`src/rtl/mem_ctrl_arb_pkg.sv`:
```
// mem_ctrl_pkg: shared types and constants for the mem_ctrl_arb controller and its arbiter.
package mem_ctrl_pkg;
  typedef enum logic [1:0] {IDLE, CLEAR, DONE} state_e;
  typedef enum logic {PORT_A, PORT_B} port_e;
  typedef struct packed {
    logic  valid;
    port_e port;
    logic  oor;
  } rd_tag_t;
  localparam int RD_LAT = 2;
endpackage

```
`src/rtl/mem_ctrl_arb_rr_arb2.sv`:
```
// rr_arb2: two-input grant (round-robin, or A-first when MEM_ARB_FIXED_PRIO_EN is defined).
// Ports: clk, rst_n (async active-low), en (grants allowed), a_req/b_req in, a_gnt/b_gnt out (combinational).
module rr_arb2 (
  input  logic clk,
  input  logic rst_n,
  input  logic en,
  input  logic a_req,
  input  logic b_req,
  output logic a_gnt,
  output logic b_gnt
);
`ifdef MEM_ARB_FIXED_PRIO_EN
  logic unused_clk_rst;
  assign unused_clk_rst = clk ^ rst_n;
  assign a_gnt = en && a_req;
  assign b_gnt = en && b_req && !a_req;
`else
  import mem_ctrl_pkg::*;
  port_e rr_last_q, rr_last_d;
  // On contention the port that did not win last time is served.
  assign a_gnt = en && a_req && (!b_req || rr_last_q == PORT_B);
  assign b_gnt = en && b_req && (!a_req || rr_last_q == PORT_A);
  always_comb rr_last_d = a_gnt ? PORT_A : b_gnt ? PORT_B : rr_last_q;
  always_ff @(posedge clk or negedge rst_n)
    if (!rst_n) rr_last_q <= PORT_B;
    else rr_last_q <= rr_last_d;
`endif
endmodule

```
`src/rtl/mem_ctrl_arb.sv`:
```
// mem_ctrl_arb: two-port arbiter/controller for the 64-word mem table, with a clear sweep.
// Ports: clk, rst_n (async active-low); clr_start/clr_done/busy sweep control;
// a_*/b_* request ports (req, we, addr, wdata -> gnt, rvalid, rdata, err);
// mem_addr/mem_rd_en/mem_wr_en/mem_wdata registered to mem, mem_rdata back from mem.
// Build option: MEM_ARB_FIXED_PRIO_EN makes port A win every contention.
module mem_ctrl_arb #(
  parameter int                MEM_DEPTH = 64,
  parameter int                ADDR_W    = 16,
  parameter int                DATA_W    = 32,
  parameter logic [DATA_W-1:0] INIT_VAL  = '0
) (
  input  logic              clk,
  input  logic              rst_n,
  input  logic              clr_start,
  output logic              clr_done,
  output logic              busy,
  input  logic              a_req,
  input  logic              a_we,
  input  logic [ADDR_W-1:0] a_addr,
  input  logic [DATA_W-1:0] a_wdata,
  output logic              a_gnt,
  output logic              a_rvalid,
  output logic [DATA_W-1:0] a_rdata,
  output logic              a_err,
  input  logic              b_req,
  input  logic              b_we,
  input  logic [ADDR_W-1:0] b_addr,
  input  logic [DATA_W-1:0] b_wdata,
  output logic              b_gnt,
  output logic              b_rvalid,
  output logic [DATA_W-1:0] b_rdata,
  output logic              b_err,
  output logic [ADDR_W-1:0] mem_addr,
  output logic              mem_rd_en,
  output logic              mem_wr_en,
  output logic [DATA_W-1:0] mem_wdata,
  input  logic [DATA_W-1:0] mem_rdata
);
  import mem_ctrl_pkg::*;
  state_e                  state_q, state_d;
  logic [ADDR_W-1:0]       sweep_q, sweep_d, mem_addr_q, mem_addr_d;
  logic [DATA_W-1:0]       mem_wdata_q, mem_wdata_d;
  logic                    mem_rd_en_q, mem_rd_en_d, mem_wr_en_q, mem_wr_en_d;
  rd_tag_t [RD_LAT-1:0]    tag_q, tag_d;
  rd_tag_t                 tag_out;
  logic                    arb_en, g, oor, sel_we;
  logic [ADDR_W-1:0]       sel_addr;
  logic [DATA_W-1:0]       sel_wdata;
  // Grants are suppressed while in reset so every output reads 0 immediately.
  assign arb_en = rst_n && state_q == IDLE && !clr_start;
  rr_arb2 u_arb (
    .clk   (clk),
    .rst_n (rst_n),
    .en    (arb_en),
    .a_req (a_req),
    .b_req (b_req),
    .a_gnt (a_gnt),
    .b_gnt (b_gnt)
  );
  always_comb begin
    g           = a_gnt | b_gnt;
    sel_we      = b_gnt ? b_we : a_we;
    sel_addr    = b_gnt ? b_addr : a_addr;
    sel_wdata   = b_gnt ? b_wdata : a_wdata;
    oor         = sel_addr == '0 || sel_addr > ADDR_W'(MEM_DEPTH);
    state_d     = state_q;
    sweep_d     = sweep_q;
    mem_addr_d  = mem_addr_q;
    mem_wdata_d = mem_wdata_q;
    mem_rd_en_d = 1'b0;
    mem_wr_en_d = 1'b0;
    // valid marks a read owed a response; oor marks an err pulse (reads and writes).
    tag_d = {tag_q[RD_LAT-2:0], rd_tag_t'{valid: g && !sel_we, port: b_gnt ? PORT_B : PORT_A, oor: g && oor}};
    case (state_q)
      IDLE:
        if (clr_start) begin
          state_d = CLEAR;
          sweep_d = ADDR_W'(1);
        end else if (g && !oor) begin
          mem_addr_d  = sel_addr;
          mem_wdata_d = sel_wdata;
          mem_rd_en_d = !sel_we;
          mem_wr_en_d = sel_we;
        end
      CLEAR: begin
        mem_wr_en_d = 1'b1;
        mem_addr_d  = sweep_q;
        mem_wdata_d = INIT_VAL;
        sweep_d     = sweep_q + ADDR_W'(1);
        state_d     = sweep_q == ADDR_W'(MEM_DEPTH) ? DONE : CLEAR;
      end
      default: state_d = IDLE;
    endcase
  end
  always_ff @(posedge clk or negedge rst_n)
    if (!rst_n) begin
      state_q     <= IDLE;
      sweep_q     <= '0;
      mem_addr_q  <= '0;
      mem_wdata_q <= '0;
      mem_rd_en_q <= 1'b0;
      mem_wr_en_q <= 1'b0;
      tag_q       <= '0;
    end else begin
      state_q     <= state_d;
      sweep_q     <= sweep_d;
      mem_addr_q  <= mem_addr_d;
      mem_wdata_q <= mem_wdata_d;
      mem_rd_en_q <= mem_rd_en_d;
      mem_wr_en_q <= mem_wr_en_d;
      tag_q       <= tag_d;
    end
  assign tag_out   = tag_q[RD_LAT-1];
  assign a_rvalid  = tag_out.valid && tag_out.port == PORT_A;
  assign b_rvalid  = tag_out.valid && tag_out.port == PORT_B;
  assign a_rdata   = a_rvalid && !tag_out.oor ? mem_rdata : '0;
  assign b_rdata   = b_rvalid && !tag_out.oor ? mem_rdata : '0;
  assign a_err     = tag_out.oor && tag_out.port == PORT_A;
  assign b_err     = tag_out.oor && tag_out.port == PORT_B;
  assign busy      = state_q == CLEAR;
  assign clr_done  = state_q == DONE;
  assign mem_addr  = mem_addr_q;
  assign mem_wdata = mem_wdata_q;
  assign mem_rd_en = mem_rd_en_q;
  assign mem_wr_en = mem_wr_en_q;
endmodule
```
`config.mk`:
```
export PLATFORM = sky130hd
export DESIGN_NAME = mem_ctrl_arb
export DESIGN_NICKNAME = d
export VERILOG_FILES = /design/src/rtl/mem_ctrl_arb_pkg.sv /design/src/rtl/mem_ctrl_arb_rr_arb2.sv /design/src/rtl/mem_ctrl_arb.sv
export SDC_FILE = /design/constraint.sdc
export NUM_CORES = 1
export LEC_CHECK = 0
export CORE_ASPECT_RATIO = 1.25
export CORE_MARGIN = 5
export CORE_UTILIZATION = 39
export CTS_BUF_LIST = sky130_fd_sc_hd__clkbuf_4
export DETAILED_ROUTE_END_ITERATION = 16
export PLACE_DENSITY = 0.83
export SKIP_LAST_GASP = 1
export SYNTH_ARGS = -nofsm -noshare
export SYNTH_HDL_FRONTEND = slang
export SYNTH_SLANG_ARGS = --single-unit
```
`constraint.sdc`:
```
create_clock -name clk -period 2.7 [get_ports clk]
set_input_delay 0.405 -clock clk [delete_from_list [all_inputs] [get_ports clk]]
set_output_delay 0.405 -clock clk [all_outputs]
set_load 0.02 [all_outputs]
```
# Yosys cells after proc, flatten, opt, wreduce, memory -nomap -nowiden

Cells that the tools add are included.

Bits in registers: 75
Bits in latches: 0
Bits in writable memories: 0
ROM bits: 0
Input port bits: 135
Output and inout bits: 122
Memories kept: 0

$add $sub $neg: 1
$mul: 0
Div/mod/pow operators: 0
$lt $le $gt $ge: 1
Equal/unequal tests: 6
Shift operators: 0
Mux-type cells: 25
Bitwise logic cells: 3
Reduce and logical (&&, ||, !) cells: 30

Operators with widths:

| kind                                                                              | count |
|---|---|
| 32-bit 2-to-1 mux                                                                 | 5 |
| 16-bit 2-to-1 mux                                                                 | 4 |
| 16-bit case mux with 2 select lines                                               | 2 |
| 32-bit case mux with 2 select lines                                               | 1 |
| 16-bit by 1-bit adder with 16-bit output (second input constant)                  | 1 |
| 16-bit by 7-bit equality test with 1-bit output (second input constant)           | 1 |
| 16-bit by 7-bit greater-than comparator with 1-bit output (second input constant) | 1 |
| 16-bit zero test                                                                  | 1 |
| 1-bit logical AND                                                                 | 15 |
| 1-bit 2-to-1 mux                                                                  | 9 |
| 1-bit zero test                                                                   | 6 |
| 2-bit 2-to-1 mux                                                                  | 2 |
| 2-bit != test (second input constant)                                             | 2 |
| 2-bit case mux with 2 select lines                                                | 1 |
| 2-bit nonzero test                                                                | 2 |
| 1-bit logical OR                                                                  | 3 |
| 3-bit AND reduction                                                               | 1 |
| 2-bit by 1-bit equality test with 1-bit output (second input constant)            | 1 |
| 2-bit equality test (second input constant)                                       | 1 |
| 2-bit zero test                                                                   | 1 |
| 2-bit by 1-bit != test with 1-bit output (second input constant)                  | 1 |
| 1-bit NOT                                                                         | 2 |
| 1-bit case mux with 2 select lines                                                | 1 |
| 2-bit AND reduction                                                               | 1 |
| 1-bit bitwise OR                                                                  | 1 |

# Longest topological paths before layout

Gate-level depths: netlist of the first run.

Depth after elaboration: 13
Mapped depth: 7
Mapped depth without buffers: 6

# By module

A second synthesis of the first run with hierarchy kept.

Cell total of the unflattened synthesis: 466
Area total of the unflattened synthesis: 4383.0 um2

Modules (own cells, without submodules):

| module       | instances | cells each | area an instance (um2) |
|---|---|---|---|
| mem_ctrl_arb | 1         | 458        | 4320.4 |
| rr_arb2      | 1         | 8          | 62.6 |

# Worst setup path before layout of the first run

OpenSTA, ideal clock, no wires.

Path type: register to register
Start: register state_q[0]
End: register mem_wdata_q[16] (netlist: mem_wdata[16])
Setup time: 0.096 ns
Arrival time: 1.937 ns
Setup slack: 0.667 ns
Cell stages (with the launch flop): 7
Path buffers: 2
Clock period less this slack: 2.033 ns
Path through: dfrtp_1 > nor4b_4 > nand2_1 > buf_2 > buf_1 > mux2i_1 > a211oi_1

Longest elaborated chain between the ends: 12
Elaborated cells on any way between the ends: 23
Those cells by class: 1 x order compare; 3 x eq/ne; 5 x mux; 1 x bitwise; 13 x reduce/logical

RTL lines:

| item                                                                                          | line                                   | RTL |
|---|---|---|
| start, declared                                                                               | mem_ctrl_arb.sv:40                     | `state_e state_q, state_d;` |
| start signal, assigned                                                                        | mem_ctrl_arb.sv:105                    | `state_q <= state_d;` |
| 2-bit zero test                                                                               | mem_ctrl_arb.sv:50, mem_ctrl_arb.sv:74 |  |
| 1-bit logical AND (2 in a row)                                                                | mem_ctrl_arb.sv:50                     | `assign arb_en = rst_n && state_q == IDLE && !clr_start;` |
| 1-bit logical AND (2 in a row)                                                                | mem_ctrl_arb_rr_arb2.sv:22             | `assign b_gnt = en && b_req && (!a_req \|\| rr_last_q == PORT_A);` |
| 16-bit 2-to-1 mux                                                                             | mem_ctrl_arb.sv:63                     | `sel_addr = b_gnt ? b_addr : a_addr;` |
| 16-bit by 7-bit greater-than comparator with 1-bit output or 16-bit zero test (tied branches) | mem_ctrl_arb.sv:65                     | `oor = sel_addr == '0 \|\| sel_addr > ADDR_W'(MEM_DEPTH);` |
| 1-bit logical OR                                                                              | mem_ctrl_arb.sv:65                     |  |
| 1-bit zero test                                                                               | mem_ctrl_arb.sv:79                     | `end else if (g && !oor) begin` |
| 1-bit logical AND                                                                             | mem_ctrl_arb.sv:79                     |  |
| 2-bit by 1-bit != test with 1-bit output (no line)                                            | n/a                                    |  |
| 3-bit AND reduction (no line)                                                                 | n/a                                    |  |
| end signal, assigned                                                                          | mem_ctrl_arb.sv:108                    | `mem_wdata_q <= mem_wdata_d;` |
| end, declared                                                                                 | mem_ctrl_arb.sv:42                     | `logic [DATA_W-1:0] mem_wdata_q, mem_wdata_d;` |

Several ways; a longest one is shown, not always the timed one. The select of a mux whose other input is x is not followed.
A chain may end at the register's enable or synchronous reset.

# Worst setup path after layout of the first run

Start: register tag_q, in the netlist tag_out[1]
End: output a_rdata[25]

Longest elaborated chain between the ends: 4

RTL lines:

| item                   | line                | RTL |
|---|---|---|
| start, declared        | mem_ctrl_arb.sv:44  | `rd_tag_t [RD_LAT-1:0] tag_q, tag_d;` |
| start signal, assigned | mem_ctrl_arb.sv:111 | `tag_q <= tag_d;` |
| 1-bit NOT              | mem_ctrl_arb.sv:114 | `assign a_rvalid = tag_out.valid && tag_out.port == PORT_A;` |
| 1-bit logical AND      | mem_ctrl_arb.sv:114 |  |
| 1-bit logical AND      | mem_ctrl_arb.sv:116 | `assign a_rdata = a_rvalid && !tag_out.oor ? mem_rdata : '0;` |
| 32-bit 2-to-1 mux      | mem_ctrl_arb.sv:116 |  |
| end, declared          | mem_ctrl_arb.sv:23  | `output logic [DATA_W-1:0] a_rdata,` |

No other way between the ends.

==> summary.md, run 1 <==
| Metric | Value |
|---|---|
| Status | finished, final reports clean |
| Top_reg_cell synth | sky130_fd_sc_hd__dfrtp_1 |
| Synth cell types | 52 |
| Portion of the clock cycle consumed by the worst path in the final layout | 0.9338 |
| Worst EP arrival | 2.12 ns |
| Transition at the pin with the smallest max-transition slack | 0.8793 ns |
| Post-synth EDFFs | 0 |
| Time the final worst path needs with I/O delays and setup | 2.521 ns |
| Number of hold violations in the final report | 0 |
| Post-layout power | between 2 and 2.5 mW |
| Later-pin clock latency in the skew report | 0.42 ns |
| Startpoint types | register |
| Largest net degree at the start of global routing | 69 |
| Final-stage net count | 846 |
| Reg area | 1878 um2 |
| TritonCTS Buffers | 9 |
| Effective utilization at floorplan | 0.3949 |
| Global-route wire length before repair | roughly 25000 um |
| Final total negative setup slack | 0 ns |
| Number of synthesized register bits | 75 |
| Leak Pwr | 3.323 nW |
| Slowest cell on the critical path | sky130_fd_sc_hd__clkdlybuf4s50_1 |
| Worst Clk Skew | between 0.01 and 0.015 ns |
| Post-synthesis instance area | 4355 um2 |
| Post-route ant nets | 0 |
| Final core utilization | 0.6546 |
| Synthesized Nets | 592 |
| TritonCTS clock tree | yes |
| Async S/R FF share, synth | 1.000 |
| Die area | 13390 um2 |
| Aggregate global-route resource usage | 0.2312 |
| Width of the die | 104.5 um |
| Cell at the root of the clock tree | sky130_fd_sc_hd__clkbuf_4 |
| Type of the worst min-delay path | in -> async |
| # H-tree levels | 3 |
| Post-synthesis sequential area ratio | 0.4312 |
| Path type of the worst setup path | reg -> out |
| Relative slew margins | 0.4138 |
| Total Wirelength | 16080 um |
| Cells along the critical path | nor3b_2 -> buf_4 -> and2_1 -> clkdlybuf4s50_1 |
| Area taken by multi-input logic gates | around 2300 um2 |
| Remaining global-route overflow | 0 |
| Number of setup violations in the final report | 0 |
| Number of fill cells in the layout | 910 |
| Max-cap violation count | 0 |
| WL/cell | 18.94 um |
| Data required time at the worst endpoint | about 2.3 ns |
| Die Ht | 128.2 um |
| Area of the core region | between 10000 and 15000 um2 |
| Mapped Cells | 455 |
| Placement Rows | 43 |
| Mean post-synth cell area | 9.572 um2 |
| Layout-stage area growth over the synthesis result | 65.76% |
| Number of top-level pins | 257 |
| Antenna violations before repair | 1 |
| Maximum count of clock buffers along a single path | 2 |
| Largest voltage drop on the vdd net | 0.0002424 V |
| PD cells | 278.3 nW/um2 |
| Drt first pass iters | 4 |
| Critical path capture point type | output pin |
| Half-perimeter wire length after placement | 12630 um |
| Clock transition at the register clock pins on the worst setup and hold paths after CTS | 0.11 ns |
| Routed vias | around 4500 |
| Peak clock frequency supported by timing | 396.6 MHz |
| Number of remaining DRC errors | 0 |
| Placer congestion estimate | 0.9203 |
| Setup repair after global routing missed its margin | no |
| Clk sinks | 75 |
| Count of pins over their slew limit | 0 |
| Fraction of final layout cells with drive strength greater than 1 | 0.07433 |
| Via density per instance | 5.350 |
| Number of global-route vias before repair | 4717 |
| Worst-path maximum fanout | 32 |
| Post-CTS setup-driven buffer insertion count | 0 |
| Number of DRC markers in iteration 0 | a little under 200 |
| Count of input and output buffers | ~260 |
| YS warnings | 0 |
| Largest incremental delay on the critical path | 0.62 ns |
[final timing paths]
check | from | endpoint | slack, ns | cells after the start
setup / recovery | tag_out[1]$_DFF_PN0_ | a_rdata[25] | 0.18 | 4
hold / removal | rst_n | mem_addr[2]$_DFFE_PN0P_ | 0.24 | 2
setup reg to reg | state_q[0]$_DFFE_PN0P_ | mem_addr[3]$_DFFE_PN0P_ | 0.35 | 7
hold reg to reg | tag_d[5]$_DFF_PN0_ | tag_out[2]$_DFF_PN0_ | 0.36 | 0
max in group asynchronous | rst_n | mem_addr[5]$_DFFE_PN0P_ | 1.88 | 2
min in group clk | tag_d[5]$_DFF_PN0_ | tag_out[2]$_DFF_PN0_ | 0.36 | 0
[cells in the final DEF (no fill, tap or decap), types with 2 or more instances in the layout]
| master | instances |
|---|---|
| sky130_fd_sc_hd__o21ai_1 | 11 |
| sky130_fd_sc_hd__nor2b_1 | 3 |
| sky130_fd_sc_hd__nand2_1 | 73 |
| sky130_fd_sc_hd__a211oi_1 | 17 |
| sky130_fd_sc_hd__o41ai_1 | 4 |
| sky130_fd_sc_hd__a31oi_1 | 22 |
| sky130_fd_sc_hd__and2_1 | 66 |
| sky130_fd_sc_hd__o21ai_0 | 7 |
| sky130_fd_sc_hd__a21oi_1 | 4 |
| sky130_fd_sc_hd__buf_4 | 18 |
| sky130_fd_sc_hd__mux2_2 | 6 |
| sky130_fd_sc_hd__nor4_1 | 8 |
| sky130_fd_sc_hd__mux2i_1 | 58 |
| sky130_fd_sc_hd__nor4b_1 | 2 |
| sky130_fd_sc_hd__o211ai_1 | 4 |
| sky130_fd_sc_hd__nor3_1 | 6 |
| sky130_fd_sc_hd__nor2_1 | 5 |
| sky130_fd_sc_hd__clkdlybuf4s50_1 | 254 |
| sky130_fd_sc_hd__nand4_1 | 5 |
| sky130_fd_sc_hd__and3_1 | 3 |
| sky130_fd_sc_hd__dfrtp_1 | 74 |
| sky130_fd_sc_hd__ha_1 | 2 |
| sky130_fd_sc_hd__o31ai_1 | 5 |
| sky130_fd_sc_hd__nand3_1 | 8 |
| sky130_fd_sc_hd__clkbuf_4 | 12 |
| sky130_fd_sc_hd__inv_1 | 4 |
[layer usage]
layer,wire (um),track usage,vias to the layer above
met4,622,0.1120,0
met2,8618,0.4263,207
met1,5725,0.2433,2160
met3,1112,0.05844,37
li1,-,-,2138
met5,0,0,-
[sequential cells by signal (all words and copies together), names as in the netlist]
| signal | flops |
|---|---|
| sweep_q | 16 |
| mem_wr_en | 1 |
| mem_addr | 16 |
| tag_out | 3 |
| state_q | 2 |
| tag_d | 3 |
| mem_rd_en | 1 |
| mem_wdata | 32 |
| u_arb.rr_last_q | 1 |
[critical path: cells and delay by family (launching register included)]
kind,cells,cell delay [ns]
buf+inv,2,0.89
simple gates,2,0.37
flops,1,0.45
[cell families (layout without fill, tap and decap cells)]
group	Yosys count	count (layout)	synth area share
and+or+nand+nor	192	192	0.2422
AOI/OAI and AO/OA	86	86	0.1362
DFF	75	75	0.4312
muxes	64	64	0.1488
buffers and inverters	36	294	0.03591
adders and majority gates	2	2	0.005745
other	0	1	0
[final cells by class]
type / count / share of cell area
inverter: 4 / 0.002080
antenna: 1 / 0.0003466
clock inverter: 3 / 0.002253
multi-input combinational: 344 / 0.3225
timing repair buffer: 275 / 0.3768
sequential: 75 / 0.2601
tap: 135 / 0.02340
clock buffer: 12 / 0.01248
[metrics by stage]
stage | worst slack [ns] | instance area, um2 | std cells | hold WS [ns]
5_1_grt | 0.01520 | 7219 | 849 | 0.2964
2_1_floorplan | 0.6670 | 4355 | 455 | 0.1094
4_1_cts | 0.03311 | 7214 | 848 | 0.2342
6_report | 0.1788 | 7219 | 849 | 0.2423
3_5_place_dp | -0.04942 | 7098 | 832 | 0.2456
3_3_place_gp | 0.1451 | 7098 | 832 | 0.2449
[power breakdown]
part / total [mW] / internal [mW] / switching [mW] / leakage, nW
logic: 0.287 / 0.195 / 0.0916 / 2.27
registers: 1.12 / 1.12 / 0.000597 / 0.991
clock network: 0.598 / 0.212 / 0.386 / 0.0608
[synthesized netlist by cell type, types with 2 or more instances]
master | number | area share
sky130_fd_sc_hd__dfrtp_1 | 74 | 0.43
sky130_fd_sc_hd__nand2_1 | 74 | 0.064
sky130_fd_sc_hd__and2_1 | 66 | 0.095
sky130_fd_sc_hd__mux2i_1 | 58 | 0.13
sky130_fd_sc_hd__a31oi_1 | 22 | 0.032
sky130_fd_sc_hd__clkbuf_1 | 20 | 0.017
sky130_fd_sc_hd__a211oi_1 | 17 | 0.029
sky130_fd_sc_hd__o21ai_1 | 11 | 0.013
sky130_fd_sc_hd__buf_2 | 8 | 0.0092
sky130_fd_sc_hd__nand3_1 | 8 | 0.0092
sky130_fd_sc_hd__nor4_1 | 8 | 0.011
sky130_fd_sc_hd__o21ai_0 | 7 | 0.0080
sky130_fd_sc_hd__mux2_2 | 6 | 0.016
sky130_fd_sc_hd__nor3_1 | 6 | 0.0069
sky130_fd_sc_hd__nand4_1 | 5 | 0.0072
sky130_fd_sc_hd__nor2_1 | 5 | 0.0043
sky130_fd_sc_hd__o31ai_1 | 5 | 0.0086
sky130_fd_sc_hd__a21oi_1 | 4 | 0.0046
sky130_fd_sc_hd__inv_1 | 4 | 0.0034
sky130_fd_sc_hd__o211ai_1 | 4 | 0.0069
sky130_fd_sc_hd__o41ai_1 | 4 | 0.0080
sky130_fd_sc_hd__and3_1 | 3 | 0.0043
sky130_fd_sc_hd__buf_4 | 3 | 0.0052
sky130_fd_sc_hd__nor2b_1 | 3 | 0.0043
sky130_fd_sc_hd__ha_1 | 2 | 0.0057
sky130_fd_sc_hd__nor4b_1 | 2 | 0.0040
[timing repair]
action | CTS | global route
hold buffers | 1 | 0
endpoints found under the setup margin | 0 | 1
resized for setup | 0 | 1
endpoints found under the hold margin | 7 | 0
Note: power is estimated with default switching activity, not from simulation.
==> run 2: changes to the inputs <==
Settings changed: REMOVE_ABC_BUFFERS set to 1, TNS_END_PERCENT set to 10.
Clock period 2.7 ns to 2.54 ns, I/O delays scaled along.
==> run 2 against run 1 <==
Register-to-register slack got worse by 0.24 ns. Global-route usage rose by 3.3 points. Die area did not move. Clock skew fell by 0.0011 ns. Cell count rose by 2.6%. Largest power group unchanged. Clock power rose by 17%. Routed wire length rose by 11%. First-iteration DRC count rose by 68%. Setup slack got worse by 0.10 ns. Sequential share of layout area fell by 0.72 points. Highest routed layer is now met5. Sequential cell count did not move.
==> summary.md, run 2 (synthesized netlist as in run 1, its figures left out) <==
| Metric | Value |
|---|---|
| Status | finished, final reports clean (unchanged) |
| Fraction of final layout cells with drive strength greater than 1 | 0.1035 (was 0.07433) |
| Portion of the clock cycle consumed by the worst path in the final layout | 0.9690 |
| Die area | 13390 um2 (unchanged) |
| Data required time at the worst endpoint | 2.16 ns (was 2.30 ns) |
| Aggregate global-route resource usage | 0.2640 (was 0.2312) |
| Width of the die | 104.5 um (unchanged) |
| TritonCTS clock tree | yes (unchanged) |
| Commonest cells after routing, fill and taps aside | sky130_fd_sc_hd__clkdlybuf4s50_1, sky130_fd_sc_hd__dfrtp_1, sky130_fd_sc_hd__nand2_1 (unchanged) |
| Drt first pass iters | 6 (was 4) |
| Remaining global-route overflow | 0 (unchanged) |
| Leak Pwr | 3.538 nW (was 3.323 nW) |
| Most common cell after layout, fill and taps aside | sky130_fd_sc_hd__clkdlybuf4s50_1 (unchanged) |
| Placer congestion estimate | 0.9654 (was 0.9203) |
| Number of remaining DRC errors | 0 (unchanged) |
| Routed vias | 4664 (was 4542) |
| PD cells | 298.5 nW/um2 (was 278.3 nW/um2) |
| Met1 layer usage reported by global route | 0.2942 (was 0.2433) |
| Worst Clk Skew | 0.009277 ns (was 0.01040 ns) |
| Number of top-level pins | 257 (unchanged) |
| Worst EP arrival | 2.08 ns (was 2.12 ns) |
| Combinational power share | 0.145 (was 0.143) |
| Final total negative setup slack | 0 ns (unchanged) |
| Peak clock frequency supported by timing | 406.3 MHz |
| Area of the core region | 11030 um2 (unchanged) |
| # H-tree levels | 3 (unchanged) |
| Max-cap violation count | 0 (unchanged) |
| Type of the worst min-delay path | in -> async (unchanged) |
| Later-pin clock latency in the skew report | 0.43 ns (was 0.42 ns) |
| Total Wirelength | 17890 um (was 16080 um) |
| Count of pins over their slew limit | 0 (unchanged) |
| Clk sinks | 75 (unchanged) |
| Number of hold violations in the final report | 0 (unchanged) |
| Placement Rows | 43 (unchanged) |
| Effective utilization at floorplan | 0.3949 (unchanged) |
| Time the final worst path needs with I/O delays and setup | 2.461 ns |
| Count of input and output buffers | 256 (unchanged) |
| Number of setup violations in the final report | 0 (unchanged) |
| Critical path capture point type | output pin (unchanged) |
| Final cell area excluding filler cells | 7426 um2 (was 7219 um2) |
| Die Ht | 128.2 um (unchanged) |
| Worst-path maximum fanout | 32 (unchanged) |
| Power Internal | 1.704 mW (was 1.531 mW) |
| Switch Pwr | 0.5122 mW (was 0.4779 mW) |
| Antenna violations before repair | 11 (was 1) |
| Post-route ant nets | 0 (unchanged) |
| DP Area | 7274 um2 (was 7098 um2) |
| Largest voltage drop on the vdd net | 0.0002440 V (was 0.0002424 V) |
| WL/cell | 20.54 um (was 18.94 um) |
| Maximum count of clock buffers along a single path | 2 (unchanged) |
| Layer with the highest usage | met2 (unchanged) |
| Via density per instance | 5.355 (was 5.350) |
| Cells along the critical path | and3b_1 -> buf_6 -> and2_1 -> clkdlybuf4s50_1 (was nor3b_2 -> buf_4 -> and2_1 -> clkdlybuf4s50_1) |
| Met3 routing resource usage after global routing | 0.1365 (was 0.05844) |
| Final core utilization | 0.6733 (was 0.6546) |
| Transition at the pin with the smallest max-transition slack | 0.9526 ns (was 0.8793 ns) |
| Final-stage net count | 868 (was 846) |
| Largest incremental delay on the critical path | 0.62 ns (about the same) |
| Largest net degree at the start of global routing | 76 (was 69) |
| Relative slew margins | 0.3649 (was 0.4138) |
| Path type of the worst setup path | reg -> out (unchanged) |
| Startpoint types | register (unchanged) |
| Cell at the root of the clock tree | sky130_fd_sc_hd__clkbuf_4 (unchanged) |
| Number of DRC markers in iteration 0 | 331 (was 197) |
| Number of global-route vias before repair | 4829 (was 4717) |
| Switching power share of the total | 0.2311 (was 0.2379) |
| Global-route wire length before repair | 27430 um (was 24810 um) |
| Clock group share of total power | 0.316 (was 0.297) |
| Clock transition at the register clock pins on the worst setup and hold paths after CTS | 0.12 ns (was 0.11 ns) |
| Crit path buf inv count | 2 (unchanged) |
| Part of the power in registers | 0.539 (was 0.560) |
| Slowest cell on the critical path | sky130_fd_sc_hd__clkdlybuf4s50_1 (unchanged) |
| Number of fill cells in the layout | 913 (was 910) |
| TritonCTS Buffers | 9 (unchanged) |
| Setup repair after global routing missed its margin | yes (was no) |
| Layout-stage area growth over the synthesis result | 70.50% (was 65.76%) |
| Crit path max-delay family | buffers and inverters (unchanged) |
| Max FFs per register | 32 (unchanged) |
| Half-perimeter wire length after placement | 14570 um (was 12630 um) |
| GRT met2 Usage | 0.4368 (was 0.4263) |
[run 2: repair_timing]
action                                 CTS  global route
hold buffers                             0             0
buffers inserted                         0             0
gates resized for setup                  3             8
setup endpoints to repair               32            75
endpoints found under the hold margin    0             0
[run 2: worst paths after layout]
check | slack [ns] | end | depth (start not counted) | startpoint
setup / recovery | 0.08 | b_rdata[11] | 4 | tag_out[0]$_DFF_PN0_
hold reg to reg | 0.36 | tag_out[0]$_DFF_PN0_ | 0 | tag_d[3]$_DFF_PN0_
hold / removal | 0.19 | sweep_q[1]$_DFFE_PN0P_ | 2 | rst_n
min in group clk | 0.36 | tag_out[0]$_DFF_PN0_ | 0 | tag_d[3]$_DFF_PN0_
setup reg to reg | 0.11 | mem_wdata[8]$_DFFE_PN0P_ | 8 | state_q[0]$_DFFE_PN0P_
max in group asynchronous | 1.72 | mem_wdata[16]$_DFFE_PN0P_ | 2 | rst_n
[run 2: area by class of cell]
class | count | area [um2] | share of cell area
diodes | 2 | 5.005 | 0.0006740
clock buffers | 10 | 75.07 | 0.01011
clock inverters | 4 | 43.79 | 0.005897
inverters | 4 | 15.01 | 0.002022
multi-input cells | 344 | 2340 | 0.3151
flip-flops and latches | 75 | 1878 | 0.2529
well taps | 135 | 168.9 | 0.02275
repair buffers | 297 | 2900 | 0.3906
[run 2: metal layers]
metal	routed length, um	share of wire	up-vias
met5	122	0.0068	-
met4	424	0.024	18
met3	2294	0.13	52
met2	8531	0.48	256
met1	6520	0.36	2159
li1	-	-	2179
[run 2: power groups by stage]
stage / registers (mW) / logic (mW) / clock network (mW)
2_1_floorplan: 1.22 / 0.0418 / 0
3_3_place_gp: 1.22 / 0.315 / 0
3_5_place_dp: 1.22 / 0.321 / 0
4_1_cts: 1.20 / 0.323 / 0.712
5_1_grt: 1.20 / 0.342 / 0.765
6_report: 1.20 / 0.321 / 0.700
[run 2: per-stage QoR]
stage | power, mW | hold slack, ns | instances | setup slack [ns]
2_1_floorplan | 1.260 | 0.08541 | 423 | -0.7279
3_3_place_gp | 1.533 | 0.3349 | 855 | -0.4432
3_5_place_dp | 1.540 | 0.3404 | 855 | -0.5454
4_1_cts | 2.231 | 0.2231 | 869 | -0.02221
5_1_grt | 2.302 | 0.2680 | 869 | -0.04109
6_report | 2.217 | 0.1942 | 871 | 0.07880
[run 2: worst register-to-register path: cells and delay by family (launching register included)]
family | cells | cell delay, ns
AND/OR/NAND/NOR | 2 | 0.79
multiplexers | 1 | 0.22
AO/OA/AOI/OAI | 2 | 0.31
buffers and inverters | 3 | 0.55
flip-flops | 1 | 0.47
==> run 3: changes to the inputs <==
Settings changed: CORE_UTILIZATION 39 to 38, CTS_BUF_LIST sky130_fd_sc_hd__clkbuf_4 to not set, PLACE_DENSITY 0.83 to 0.81.
==> run 3 against run 2 <==
The flow now finishes with violations (negative setup slack). Power is 22% higher. Sequential power is essentially flat. Cell count did not move. Register-to-register slack improved by 0.04 ns. Final area is 1.8% higher. Count of clock-buffer cells in the layout grew 1. Critical path depth grew 1. Combinational power hardly changed. Critical path type unchanged.
==> summary.md, run 3 (synthesized netlist as in run 1, its figures left out) <==
| Metric | Value |
|---|---|
| Commonest cells after routing, fill and taps aside | sky130_fd_sc_hd__clkdlybuf4s50_1, sky130_fd_sc_hd__dfrtp_1, sky130_fd_sc_hd__nand2_1 (unchanged) |
| Number of global-route vias before repair | 4959 (was 4829) |
| Cell at the root of the clock tree | sky130_fd_sc_hd__clkbuf_16 (was sky130_fd_sc_hd__clkbuf_4) |
| Layout-stage area growth over the synthesis result | 73.51% (was 70.50%) |
| Path depth of the worst reg2reg path | 5 (was 8) |
| Portion of the clock cycle consumed by the worst path in the final layout | 1.010 (was 0.9690) |
| Largest incremental delay on the critical path | 0.62 ns (about the same) |
| # H-tree levels | 3 (unchanged) |
| Later-pin clock latency in the skew report | 0.33 ns (was 0.43 ns) |
| Leak Pwr | 3.492 nW (was 3.538 nW) |
| Effective utilization at floorplan | 0.3892 (was 0.3949) |
| Max-cap violation count | 0 (unchanged) |
| Final std cells w/o fill | 871 (unchanged) |
| Post-CTS setup-driven buffer insertion count | 0 (unchanged) |
| Worst EP arrival | 2.18 ns (was 2.08 ns) |
| Area of the core region | 11190 um2 (was 11030 um2) |
| Worst Clk Skew | 0.007806 ns (was 0.009277 ns) |
| Die Ht | 129.7 um (was 128.2 um) |
| Placement Rows | 43 (unchanged) |
| Aggregate global-route resource usage | 0.2554 (was 0.2640) |
| Clock transition at the register clock pins on the worst setup and hold paths after CTS | 0.05 ns (was 0.12 ns) |
| Number of placed instances, taps included | 851 (was 855) |
| Placer congestion estimate | 0.9018 (was 0.9654) |
| Routed vias | 4684 (was 4664) |
| Max FFs per register | 32 (unchanged) |
| Transition at the pin with the smallest max-transition slack | 0.9719 ns (was 0.9526 ns) |
| Setup repair after global routing missed its margin | yes (unchanged) |
| Global-route wire length before repair | 27020 um (was 27430 um) |
| Number of DRC markers in iteration 0 | 159 (was 331) |
| Post-layout power | 2.697 mW (was 2.217 mW) |
| Reg2reg start | state_q[0]$_DFFE_PN0P_ (unchanged) |
| Status | finished, violations left (was finished, final reports clean) |
| Startpoint types | register (unchanged) |
| Die area | 13720 um2 (was 13390 um2) |
| Time the final worst path needs with I/O delays and setup | 2.565 ns (was 2.461 ns) |
| TritonCTS Buffers | 9 (unchanged) |
| Worst setup slack before clock tree synthesis | -0.5060 ns (was -0.5454 ns) |
| Worst-path maximum fanout | 6 (was 32) |
| FF-to-FF End | mem_wdata[18]$_DFFE_PN0P_ (was mem_wdata[8]$_DFFE_PN0P_) |
| Final-stage net count | 864 (was 868) |
| Number of top-level pins | 257 (unchanged) |
| Type of the worst min-delay path | in -> async (unchanged) |
| Final core utilization | 0.6753 (was 0.6733) |
| Half-perimeter wire length after placement | 14390 um (was 14570 um) |
| Number of remaining DRC errors | 0 (unchanged) |
| Path type of the worst setup path | reg -> out (unchanged) |
| Largest net degree at the start of global routing | 76 (unchanged) |
| Relative slew margins | 0.3521 (was 0.3649) |
| PD cells | 356.9 nW/um2 (was 298.5 nW/um2) |
| Drt first pass iters | 5 (was 6) |
| Failing checks | negative setup slack |
| Remaining global-route overflow | 0 (unchanged) |
| Most common cell after layout, fill and taps aside | sky130_fd_sc_hd__clkdlybuf4s50_1 (unchanged) |
| Count of input and output buffers | 256 (unchanged) |
| Post-route ant nets | 0 (unchanged) |
| Number of fill cells in the layout | 918 (was 913) |
| WL/cell | 20.37 um (was 20.54 um) |
| Cells along the critical path | nor4b_4 -> buf_4 -> nand2_2 -> inv_1 -> clkdlybuf4s50_1 (was and3b_1 -> buf_6 -> and2_1 -> clkdlybuf4s50_1) |
| Maximum count of clock buffers along a single path | 2 (unchanged) |
| Worst Setup Slack, final | -0.02515 ns (was 0.07880 ns) |
| Peak clock frequency supported by timing | 389.8 MHz (was 406.3 MHz) |
| Count of pins over their slew limit | 0 (unchanged) |
| Largest voltage drop on the vdd net | 0.0003573 V (was 0.0002440 V) |
| Final cell area excluding filler cells | 7557 um2 (was 7426 um2) |
| Critical path capture point type | output pin (unchanged) |
| Fraction of final layout cells with drive strength greater than 1 | 0.1025 (was 0.1035) |
| Number of setup violations in the final report | 1 (was 0) |
| DP Area | 7257 um2 (was 7274 um2) |
| Total Wirelength | 17750 um (was 17890 um) |
| Data required time at the worst endpoint | 2.16 ns (about the same) |
| Clk sinks | 75 (unchanged) |
| TritonCTS clock tree | yes (unchanged) |
| Width of the die | 105.8 um (was 104.5 um) |
| Slowest cell on the critical path | sky130_fd_sc_hd__clkdlybuf4s50_1 (unchanged) |
| Antenna violations before repair | 10 (was 11) |
| Via density per instance | 5.378 (was 5.355) |
| Number of hold violations in the final report | 0 (unchanged) |
| Flop-to-flop setup slack | 0.15 ns (was 0.11 ns) |
==> run 3: changes by cell type in the layout (fill, tap and decap cells not counted), sizes merged <==
cell,change
buf,-4
bufinv,-1
clkbuf,+1
clkdlybuf4s50,+7
clkinv,+1
clkinvlp,+1
diode,+2
dlygate4sd2,-2
dlymetal6s2s,-5
==> run 3: where the power goes <==
| group | switching, mW | total (mW) | leakage, nW | internal [mW] |
|---|---|---|---|---|
| clock network | 0.475 | 1.18 | 0.141 | 0.707 |
| logic | 0.105 | 0.318 | 2.36 | 0.213 |
| registers | 0.000768 | 1.20 | 0.991 | 1.20 |
==> run 3: layout make-up <==
class                   instances  area, um2  share of cell area
repair buffers                293       2865              0.3791
multi-input cells             344       2340              0.3096
flip-flops and latches         75       1878              0.2485
clock buffers                  11      252.7             0.03344
well taps                     135      168.9             0.02235
clock inverters                 5      27.53            0.003642
inverters                       4      15.01            0.001987
diodes                          4      10.01            0.001325
==> run 3: critical path, delay by kind of cell, from the launching register on <==
kind / cells / cell delay, ns
DFF: 1 / 0.47
and+or+nand+nor: 2 / 0.46
buffers and inverters: 3 / 0.92
==> run 3: metrics by stage <==
step	TNS, ns	hold WS [ns]
floorplan	-18.24	0.08541
global placement	-10.41	0.3336
detailed placement	-13.45	0.3356
CTS	-0.1244	0.3501
global route	-0.09609	0.3639
finish	-0.02515	0.3212
==> run 3: how the worst max path moves through the flow <==
stage,startpoint,to
detailed placement,clr_start,mem_wdata[18]$_DFFE_PN0P_
global placement,clr_start,mem_wdata[31]$_DFFE_PN0P_
global route,state_q[0]$_DFFE_PN0P_,b_gnt
floorplan,state_q[0]$_DFFE_PN0P_,mem_rd_en$_DFF_PN0_
CTS,state_q[0]$_DFFE_PN0P_,a_gnt
finish,state_q[0]$_DFFE_PN0P_,b_gnt
==> run 3: what timing repair did <==
action	4_1_cts	5_1_grt
hold buffers	0	0
endpoints found under the setup margin	25	2
resized for setup	1	1
==> run 3: routing by layer <==
metal	vias up	track usage	wire length [um]	share of wire
li1	2175	-	-	-
met3	45	0.1168	2081	0.12
met1	2190	0.2799	6528	0.37
met2	260	0.4347	8529	0.48
met4	14	0.09985	515	0.029
met5	-	0	90	0.0051
